`src/rtl/remote_command_encoder.sv`:
```
// remote_command_encoder
//   Turns five front-panel push-buttons into a paced one-cycle command
//   stream. Shadow copies of eco, AC mode, person count and security are
//   kept so each command carries an absolute value. Commands are queued in
//   a small FIFO and sent with at least GAP_CYCLES idle cycles after each
//   valid pulse.
//
// Ports
//   clk_i, rst_i            clock, synchronous active-high reset
//   btn_*_i                 pre-synchronised button levels
//   command_valid_o         one-cycle command strobe
//   command_type_o          0 eco, 1 AC mode, 2 person count, 3 security
//   command_data_o          absolute setting value, zero-extended
//   fifo_full_o             FIFO holds FIFO_DEPTH entries
//   busy_o                  FIFO non-empty or transmitter not idle
module remote_command_encoder #(
   parameter int TYPE_W     = 2,
   parameter int DATA_W     = 8,
   parameter int PERSON_MAX = 15,
   parameter int FIFO_DEPTH = 4,
   parameter int GAP_CYCLES = 2
) (
   input  logic              clk_i,
   input  logic              rst_i,
   input  logic              btn_eco_i,
   input  logic              btn_ac_mode_i,
   input  logic              btn_person_inc_i,
   input  logic              btn_person_dec_i,
   input  logic              btn_security_i,
   output logic              command_valid_o,
   output logic [TYPE_W-1:0] command_type_o,
   output logic [DATA_W-1:0] command_data_o,
   output logic              fifo_full_o,
   output logic              busy_o
);

   localparam int AW    = $clog2(FIFO_DEPTH);
   localparam int CNT_W = (GAP_CYCLES > 1) ? $clog2(GAP_CYCLES) : 1;
   localparam logic [CNT_W-1:0]  GAP_LAST = CNT_W'((GAP_CYCLES > 0) ? GAP_CYCLES - 1 : 0);
   localparam logic [DATA_W-1:0] PMAX     = DATA_W'(PERSON_MAX);

   // Bit position doubles as service priority: lowest index wins.
   localparam int ECO = 0;
   localparam int AC  = 1;
   localparam int INC = 2;
   localparam int DEC = 3;
   localparam int SEC = 4;

   typedef struct packed {
      logic [TYPE_W-1:0] ctype;
      logic [DATA_W-1:0] data;
   } entry_t;

   typedef enum logic [1:0] {ST_IDLE, ST_SEND, ST_GAP} state_t;

   logic [4:0]        btn, btn_q, press, pend, grant;
   logic              eco, eco_n, sec, sec_n;
   logic [1:0]        ac, ac_n;
   logic [DATA_W-1:0] persons, persons_n;
   logic              wr_en, rd_en, empty, full;
   entry_t            wr_entry;
   entry_t            mem [FIFO_DEPTH];
   logic [AW:0]       wr_ptr, rd_ptr;
   state_t            state;
   logic [CNT_W-1:0]  cnt;

   assign btn   = {btn_security_i, btn_person_dec_i, btn_person_inc_i,
                   btn_ac_mode_i, btn_eco_i};
   assign press = btn & ~btn_q;

   // Pointers carry one extra wrap bit so full and empty are distinguishable.
   assign empty = (wr_ptr == rd_ptr);
   assign full  = (wr_ptr[AW] != rd_ptr[AW]) && (wr_ptr[AW-1:0] == rd_ptr[AW-1:0]);
   assign rd_en = (state == ST_IDLE) && !empty;

   // Isolate the lowest set pending bit; nothing is granted while full so
   // flags simply wait.
   assign grant = full ? 5'd0 : (pend & (~pend + 5'd1));

   always_comb begin
      wr_en     = 1'b0;
      wr_entry  = '0;
      eco_n     = eco;
      ac_n      = ac;
      persons_n = persons;
      sec_n     = sec;
      if (grant[ECO]) begin
         eco_n          = ~eco;
         wr_en          = 1'b1;
         wr_entry.ctype = TYPE_W'(0);
         wr_entry.data  = DATA_W'(eco_n);
      end else if (grant[AC]) begin
         ac_n           = (ac == 2'd2) ? 2'd0 : ac + 2'd1;
         wr_en          = 1'b1;
         wr_entry.ctype = TYPE_W'(1);
         wr_entry.data  = DATA_W'(ac_n);
      end else if (grant[INC]) begin
         // A saturated step consumes the flag but sends nothing.
         if (persons != PMAX) begin
            persons_n      = persons + 1'b1;
            wr_en          = 1'b1;
            wr_entry.ctype = TYPE_W'(2);
            wr_entry.data  = persons_n;
         end
      end else if (grant[DEC]) begin
         if (persons != '0) begin
            persons_n      = persons - 1'b1;
            wr_en          = 1'b1;
            wr_entry.ctype = TYPE_W'(2);
            wr_entry.data  = persons_n;
         end
      end else if (grant[SEC]) begin
         sec_n          = ~sec;
         wr_en          = 1'b1;
         wr_entry.ctype = TYPE_W'(3);
         wr_entry.data  = DATA_W'(sec_n);
      end
   end

   // Edge detect, pending flags, shadows and FIFO pointers.
   always_ff @(posedge clk_i) begin
      if (rst_i) begin
         // Loading the live level hides a button held through reset.
         btn_q   <= btn;
         pend    <= '0;
         eco     <= 1'b0;
         ac      <= 2'd0;
         persons <= '0;
         sec     <= 1'b0;
         wr_ptr  <= '0;
         rd_ptr  <= '0;
      end else begin
         btn_q   <= btn;
         // A press landing on the cycle its flag is serviced re-arms it.
         pend    <= (pend & ~grant) | press;
         eco     <= eco_n;
         ac      <= ac_n;
         persons <= persons_n;
         sec     <= sec_n;
         if (wr_en) wr_ptr <= wr_ptr + 1'b1;
         if (rd_en) rd_ptr <= rd_ptr + 1'b1;
      end
   end

   // Storage needs no reset; the pointers define what is valid.
   always_ff @(posedge clk_i) begin
      if (wr_en) mem[wr_ptr[AW-1:0]] <= wr_entry;
   end

   // Transmit FSM with registered outputs.
   always_ff @(posedge clk_i) begin
      if (rst_i) begin
         state           <= ST_IDLE;
         cnt             <= '0;
         command_valid_o <= 1'b0;
         command_type_o  <= '0;
         command_data_o  <= '0;
      end else begin
         case (state)
            ST_IDLE: begin
               if (!empty) begin
                  command_type_o  <= mem[rd_ptr[AW-1:0]].ctype;
                  command_data_o  <= mem[rd_ptr[AW-1:0]].data;
                  command_valid_o <= 1'b1;
                  state           <= ST_SEND;
               end
            end
            ST_SEND: begin
               command_valid_o <= 1'b0;
               cnt             <= '0;
               state           <= (GAP_CYCLES == 0) ? ST_IDLE : ST_GAP;
            end
            ST_GAP: begin
               if (cnt == GAP_LAST) state <= ST_IDLE;
               else                 cnt   <= cnt + 1'b1;
            end
            default: state <= ST_IDLE;
         endcase
      end
   end

   assign fifo_full_o = full;
   assign busy_o      = !empty || (state != ST_IDLE);

endmodule
```
`config.mk`:
```
export PLATFORM = sky130hd
export DESIGN_NAME = remote_command_encoder
export DESIGN_NICKNAME = d
export VERILOG_FILES = /design/src/rtl/remote_command_encoder.sv
export SDC_FILE = /design/constraint.sdc
export NUM_CORES = 1
export LEC_CHECK = 0
export CELL_PAD_IN_SITES_DETAIL_PLACEMENT = 1
export CELL_PAD_IN_SITES_GLOBAL_PLACEMENT = 1
export CORE_MARGIN = 5
export CORE_UTILIZATION = 52
export CTS_CLUSTER_SIZE = 16
export DETAILED_ROUTE_END_ITERATION = 10
export PLACE_DENSITY = 0.91
export SLEW_MARGIN = 20
export SYNTH_ARGS = -nofsm -noshare
export SYNTH_HDL_FRONTEND = slang
export SYNTH_SLANG_ARGS = --single-unit
```
`constraint.sdc`:
```
create_clock -name clk_i -period 6.55 [get_ports clk_i]
set_input_delay 1.965 -clock clk_i [delete_from_list [all_inputs] [get_ports clk_i]]
set_output_delay 1.965 -clock clk_i [all_outputs]
set_load 0.005 [all_outputs]
```
==> results.md, run 1 <==
* Outcome: finished clean
* Worst Tran Pin Value at 0.8959 ns
* Hold Crit Class: register to register
* ANT cells at 0
* Max Slew Vio Count at 0
* Core ar. at 7137 sq um
* CTS Buf Count at 9
* Crit-path max FO at 14
* Reg2Reg Depth at 5
* CP required at 4.59 ns
* Final setup viols at 0
* #FFs+latches synth at 82
* Syn-to-layout area delta at 11.35%
* DP Wirelength at 6171 microns
* Final-stage net count at 353
* Hold WS at 0.4944 ns
* Total power at 0.001474 W
* Commonest non-fill, non-tap cell in the layout: dfxtp_1
* Fmax achieved at 0.2159 GHz
* Pwr dens at 351.2 nW/um^2
* Overflow after GRT at 0
* Final WL at 8545 microns
* Setup_tns at 0 ns
* Number of flops mapped to enable cells by yosys at 40
* Final hold vios at 0
* Top-area cell type share of the netlist area at 0.3187
* Worst setup EP type: primary output
* Hold buffers post-CTS at 0
* CTS clk-pin slew, worst paths at 0.09 ns
* CTS Sinks at 82
* CTS Root Cell: clkbuf_8
* WL/cell at 19.46 microns
* Gr usage total at 0.2068
* Slowest-stage cell, CP: dfxtp_1
* Bufs on Longest Clock Path at 2
* Cell Rows at 31
* Vert. Die Dim at 95.13 microns
* ANT nets after route at 0
* 1st-iter DRT viols at 170
* P_leak at 1.534 nW
* Most used DFF post-synth: dfxtp_1
* DRC Markers at 0
* CTS-repair resized insts at 0
* PortBufs at 19
* Final worst-path cycle share at 0.7071
* Routability Congestion at 0.8458
* Max VDD drop at 0.0001384 V
* Ys Warns at 0
* Slew headroom at 0.4019
* H-tree depth at 3
* Router iterations before antenna repair at 4
* Largest stage delay on the critical path at 0.92 ns
* RSZ-0062 raised after global routing: no
* Crit path time final at 4.631 ns
* Post-route core utilization at 0.5880
* Cells along the critical path: xnor2_1 -> nand3_1 -> inv_2 -> clkdlybuf4s50_1
* Io pins at 20
* Cells after Synth at 317
* Chip width at 95.13 microns
* Mapped Area at 3769 sq um
* # fillers at 765
* Clock Skews at 0.01127 ns
* Post-synth ARST share at 0
* Largest net degree at the start of global routing at 40
* Share of cells above drive strength 1 at 0.1382
* Skew-Pair Late Insertion Delay at 0.36 ns
* Vias in the first global route at 2811
* Crit path arrival time at 2.67 ns
* Synth area leader: edfxtp_1
* Most frequent cells in the layout: dfxtp_1, edfxtp_1, nor2_1
* CP Class: register to primary output
* Initial Utilization at 0.5281
* Setup Fix Bufs, Post-CTS at 0
* Vias per inst at 5.834
* Hold depth at 2
* Sequential area share after synthesis at 0.5418
* Footprint of the multi-input gates at 1590 sq um
* Synth top area cells: edfxtp_1, dfxtp_1, mux4_2
* Initial antenna violation count at 0
* Mapped Nets at 335
* Worst Setup Start Kind: register
* Sequential cell area at 2042 sq um
* Via count at 2561
* Post-Syn Area per Cell at 11.89 sq um
* Die area at 9050 sq um
* Yosys cell types at 64
* Max-cap violations at 0
* First-pass GRT wire length at 14220 microns
* CTS tree: yes
## stage by stage
| step | instance area, sq um | cells | setup WS [ns] |
|---|---|---|---|
| finish | 4197 | 439 | 1.919 |
| global route | 4197 | 439 | 1.721 |
| CTS | 4197 | 439 | 1.893 |
| detailed placement | 4021 | 423 | 2.308 |
| global placement | 4021 | 423 | 2.392 |
| floorplan | 3769 | 317 | 3.531 |
## synthesized netlist by cell type, types with 5 or more instances
| library cell | n |
|---|---|
| dfxtp_1 | 42 |
| inv_1 | 15 |
| and3_1 | 7 |
| clkbuf_1 | 5 |
| a21oi_1 | 18 |
| ha_1 | 11 |
| mux2i_1 | 16 |
| edfxtp_1 | 40 |
| nor2b_1 | 6 |
| mux4_2 | 10 |
| nand3_1 | 16 |
| xor2_1 | 5 |
| nor3_1 | 5 |
| o21ai_0 | 7 |
| nor2_1 | 29 |
| nand2_1 | 11 |
## state kept, by name (all words and copies together), names as in the netlist, 2 cells and up
signal	flops
wr_ptr	3
mem	40
btn_q	5
state	2
rd_ptr	3
command_data_o	8
command_type_o	2
pend	5
ac	2
persons	8
## per-layer routing
metal,vias to the layer above,GRT usage,share of wire
met5,-,0,0
met4,0,0.07692,0.017
li1,1217,-,-
met3,13,0.03710,0.039
met2,51,0.3738,0.53
met1,1280,0.2435,0.42
## cell families after synthesis
kind of cell	synth area share
mux	0.1092
flops	0.5418
compound gates	0.1129
xor+xnor	0.02523
buf+inv	0.03619
simple gates	0.1381
fa+ha+maj	0.03652
## power breakdown
| part | internal (W) | switching (W) |
|---|---|---|
| Sequential | 0.000622 | 0.0000706 |
| Clock | 0.000140 | 0.000196 |
| Combinational | 0.000226 | 0.000220 |
## worst max-delay path: cells and delay by family (launching register included)
family	cells	cell delay, ns
flip-flops	1	0.92
buffers and inverters	2	0.70
XOR/XNOR	1	0.34
AND/OR/NAND/NOR	1	0.34
## area by class of cell
cell class,count,share of cell area
sequential,82,0.4866
multi-input combinational,205,0.3790
timing repair buffer,21,0.04890
clock buffer,9,0.02952
tap,99,0.02952
inverter,16,0.01431
clock inverter,7,0.01222
## worst paths after layout
check / slack, ns / to / start
hold reg to reg: 0.49 / pend[3] / btn_q[3]
setup / recovery: 1.92 / fifo_full_o / rd_ptr[0]
hold / removal: 0.49 / pend[3] / btn_q[3]
setup reg to reg: 3.28 / mem[3][5] / rd_ptr[0]
Note: power is estimated with default switching activity, not from simulation.
==> run 2: changes to the inputs <==
--- a/config.mk
+++ b/config.mk
@@ -8,10 +8,10 @@
 export CELL_PAD_IN_SITES_DETAIL_PLACEMENT = 1
 export CELL_PAD_IN_SITES_GLOBAL_PLACEMENT = 1
 export CORE_MARGIN = 5
-export CORE_UTILIZATION = 52
+export CORE_UTILIZATION = 44
 export CTS_CLUSTER_SIZE = 16
 export DETAILED_ROUTE_END_ITERATION = 10
-export PLACE_DENSITY = 0.91
+export PLACE_DENSITY = 0.83
 export SLEW_MARGIN = 20
 export SYNTH_ARGS = -nofsm -noshare
 export SYNTH_HDL_FRONTEND = slang
==> constraint.sdc (replaced) <==
create_clock -name clk_i -period 4 [get_ports clk_i]
set_input_delay 1.2 -clock clk_i [delete_from_list [all_inputs] [get_ports clk_i]]
set_output_delay 1.2 -clock clk_i [all_outputs]
set_load 0.005 [all_outputs]
==> run 2 against run 1 <==
Effect of this change:
- die area grew 16%
- sequential share of layout area is 0.62 points lower
- cell area rose by 1.3%
- register-to-register slack lost 2.0 ns
- power increased by 67%
- clock power grew 79%
- via count decreased by 1.1%
- utilization fell by 7.6 points
- sequential power is 58% higher
- largest cell class unchanged
- largest power group unchanged
==> results.md, run 2 (same netlist as run 1, synthesis figures left out) <==
* Initial antenna violation count at 0 (unchanged)
* Core ar. at 8299 sq um (was 7137 sq um)
* Max Slew Vio Count at 0 (unchanged)
* Worst setup EP type: primary output (unchanged)
* Routability Congestion at 0.7934 (was 0.8458)
* H-tree depth at 3 (unchanged)
* Commonest non-fill, non-tap cell in the layout: dfxtp_1 (unchanged)
* Crit-path max FO at 7 (was 14)
* WL/cell at 18.95 microns (was 19.46 microns)
* DP Wirelength at 6180 microns (was 6171 microns)
* Largest net degree at the start of global routing at 22 (was 40)
* Via count at 2533 (was 2561)
* Pwr dens at 579.9 nW/um^2 (was 351.2 nW/um^2)
* Hold buffers post-CTS at 0 (unchanged)
* Crit path time final at 3.323 ns
* Final hold vios at 0 (unchanged)
* Finished Cell Area at 4250 sq um (was 4197 sq um)
* Max reg flops at 40 (unchanged)
* DRC Markers at 0 (unchanged)
* Cell Rows at 33 (was 31)
* PortBufs at 19 (unchanged)
* CTS Root Cell: clkbuf_8 (unchanged)
* Max VDD drop at 0.0002455 V (was 0.0001384 V)
* P_leak at 1.557 nW (was 1.534 nW)
* Critical Path Source: wr_ptr[1] (was rd_ptr[0])
* Initial Utilization at 0.4541 (was 0.5281)
* Setup Fix Bufs, Post-CTS at 0 (unchanged)
* RSZ-0062 raised after global routing: no (unchanged)
* Die area at 10520 sq um (was 9050 sq um)
* Outcome: finished clean (unchanged)
* Slew headroom at 0.3701 (was 0.4019)
* Share of cells above drive strength 1 at 0.1429 (was 0.1382)
* CTS tree: yes (unchanged)
* ANT nets after route at 0 (unchanged)
* Gr usage total at 0.1696 (was 0.2068)
* Router iterations before antenna repair at 4 (unchanged)
* Setup_tns at 0 ns (unchanged)
* Final-stage net count at 356 (was 353)
* Worst Tran Pin Value at 0.9419 ns (was 0.8959 ns)
* 1st-iter DRT viols at 83 (was 170)
* Hold Crit Class: register to register (unchanged)
* Syn-to-layout area delta at 12.78% (was 11.35%)
* Skew-Pair Late Insertion Delay at 0.34 ns (was 0.36 ns)
* Chip width at 102.5 microns (was 95.13 microns)
* Final worst-path cycle share at 0.8307
* Overflow after GRT at 0 (unchanged)
* Bufs on Longest Clock Path at 2 (unchanged)
* CP required at 2.80 ns (was 4.59 ns)
* Max-cap violations at 0 (unchanged)
* CP Class: register to primary output (unchanged)
* CTS Buf Count at 9 (unchanged)
* Total power at 0.002465 W (was 0.001474 W)
* Reg-to-reg startpoint: pend[0] (was rd_ptr[0])
* Io pins at 20 (unchanged)
* Vias in the first global route at 2696 (was 2811)
* Fmax achieved at 0.3010 GHz
* ANT cells at 0 (unchanged)
* Crit path arrival time at 2.12 ns (was 2.67 ns)
* DP Area at 4051 sq um (was 4021 sq um)
* Clock Skews at 0.009798 ns (was 0.01127 ns)
* Vias per inst at 5.654 (was 5.834)
* Worst Setup Start Kind: register (unchanged)
* # fillers at 865 (was 765)
* First-pass GRT wire length at 13560 microns (was 14220 microns)
* Most frequent cells in the layout: dfxtp_1, edfxtp_1, nor2_1 (unchanged)
* Vert. Die Dim at 102.5 microns (was 95.13 microns)
* HP Start: btn_q[1] (was btn_q[3])
* CTS-repair resized insts at 0 (unchanged)
* Final setup viols at 0 (unchanged)
* CTS Sinks at 82 (unchanged)
* CTS clk-pin slew, worst paths at 0.08 ns (was 0.09 ns)
* Final WL at 8490 microns (was 8545 microns)
[run 2: changes by cell type in the layout (fill, tap and decap cells not counted), sizes merged]
cell / delta
buf: +3
inv: -1
bufinv: +1
[run 2: per-stage QoR]
step	setup slack [ns]	cells	hold slack (ns)	utilization
after floorplan	1.746	317	0.4471	-
after global placement	1.098	432	0.4718	0.4882
after detailed placement	1.050	432	0.4838	0.4882
after CTS	0.6637	448	0.4962	0.5121
after global routing	0.4718	448	0.5182	0.5121
final	0.6773	448	0.4898	0.5121
[run 2: routing by layer]
metal | routed length (microns) | up-vias | share of wire | track usage
li1 | - | 1213 | - | -
met1 | 3700 | 1272 | 0.44 | 0.2054
met2 | 4460 | 39 | 0.53 | 0.3118
met3 | 234 | 9 | 0.028 | 0.02030
met4 | 94 | 0 | 0.011 | 0.05550
met5 | 0 | - | 0 | 0
[run 2: final timing paths]
kind / slack [ns] / cells after the start / endpoint
setup / recovery: 0.68 / 4 / fifo_full_o
hold / removal: 0.49 / 2 / pend[1]
setup reg to reg: 1.26 / 5 / mem[1][2]
hold reg to reg: 0.49 / 2 / pend[1]
[run 2: critical path, cell delays in order, from the launching register on]
cell and delay, ns:
dfxtp_1 0.39, xnor2_1 0.39, nand3_1 0.31, inv_2 0.17, clkdlybuf4s50_1 0.52
[run 2: area by class of cell]
class / instances / area [sq um] / share of cell area
sequential: 82 / 2042 / 0.4804
inverter: 16 / 60.06 / 0.01413
timing repair buffer: 24 / 227.7 / 0.05358
clock buffer: 9 / 123.9 / 0.02914
tap: 105 / 131.4 / 0.03091
clock inverter: 7 / 75.07 / 0.01766
multi-input combinational: 205 / 1590 / 0.3742
[run 2: report_power, final]
group          internal, W  switching (W)
Clock             0.000292       0.000309
Sequential         0.00102      0.0000719
Combinational     0.000376       0.000398
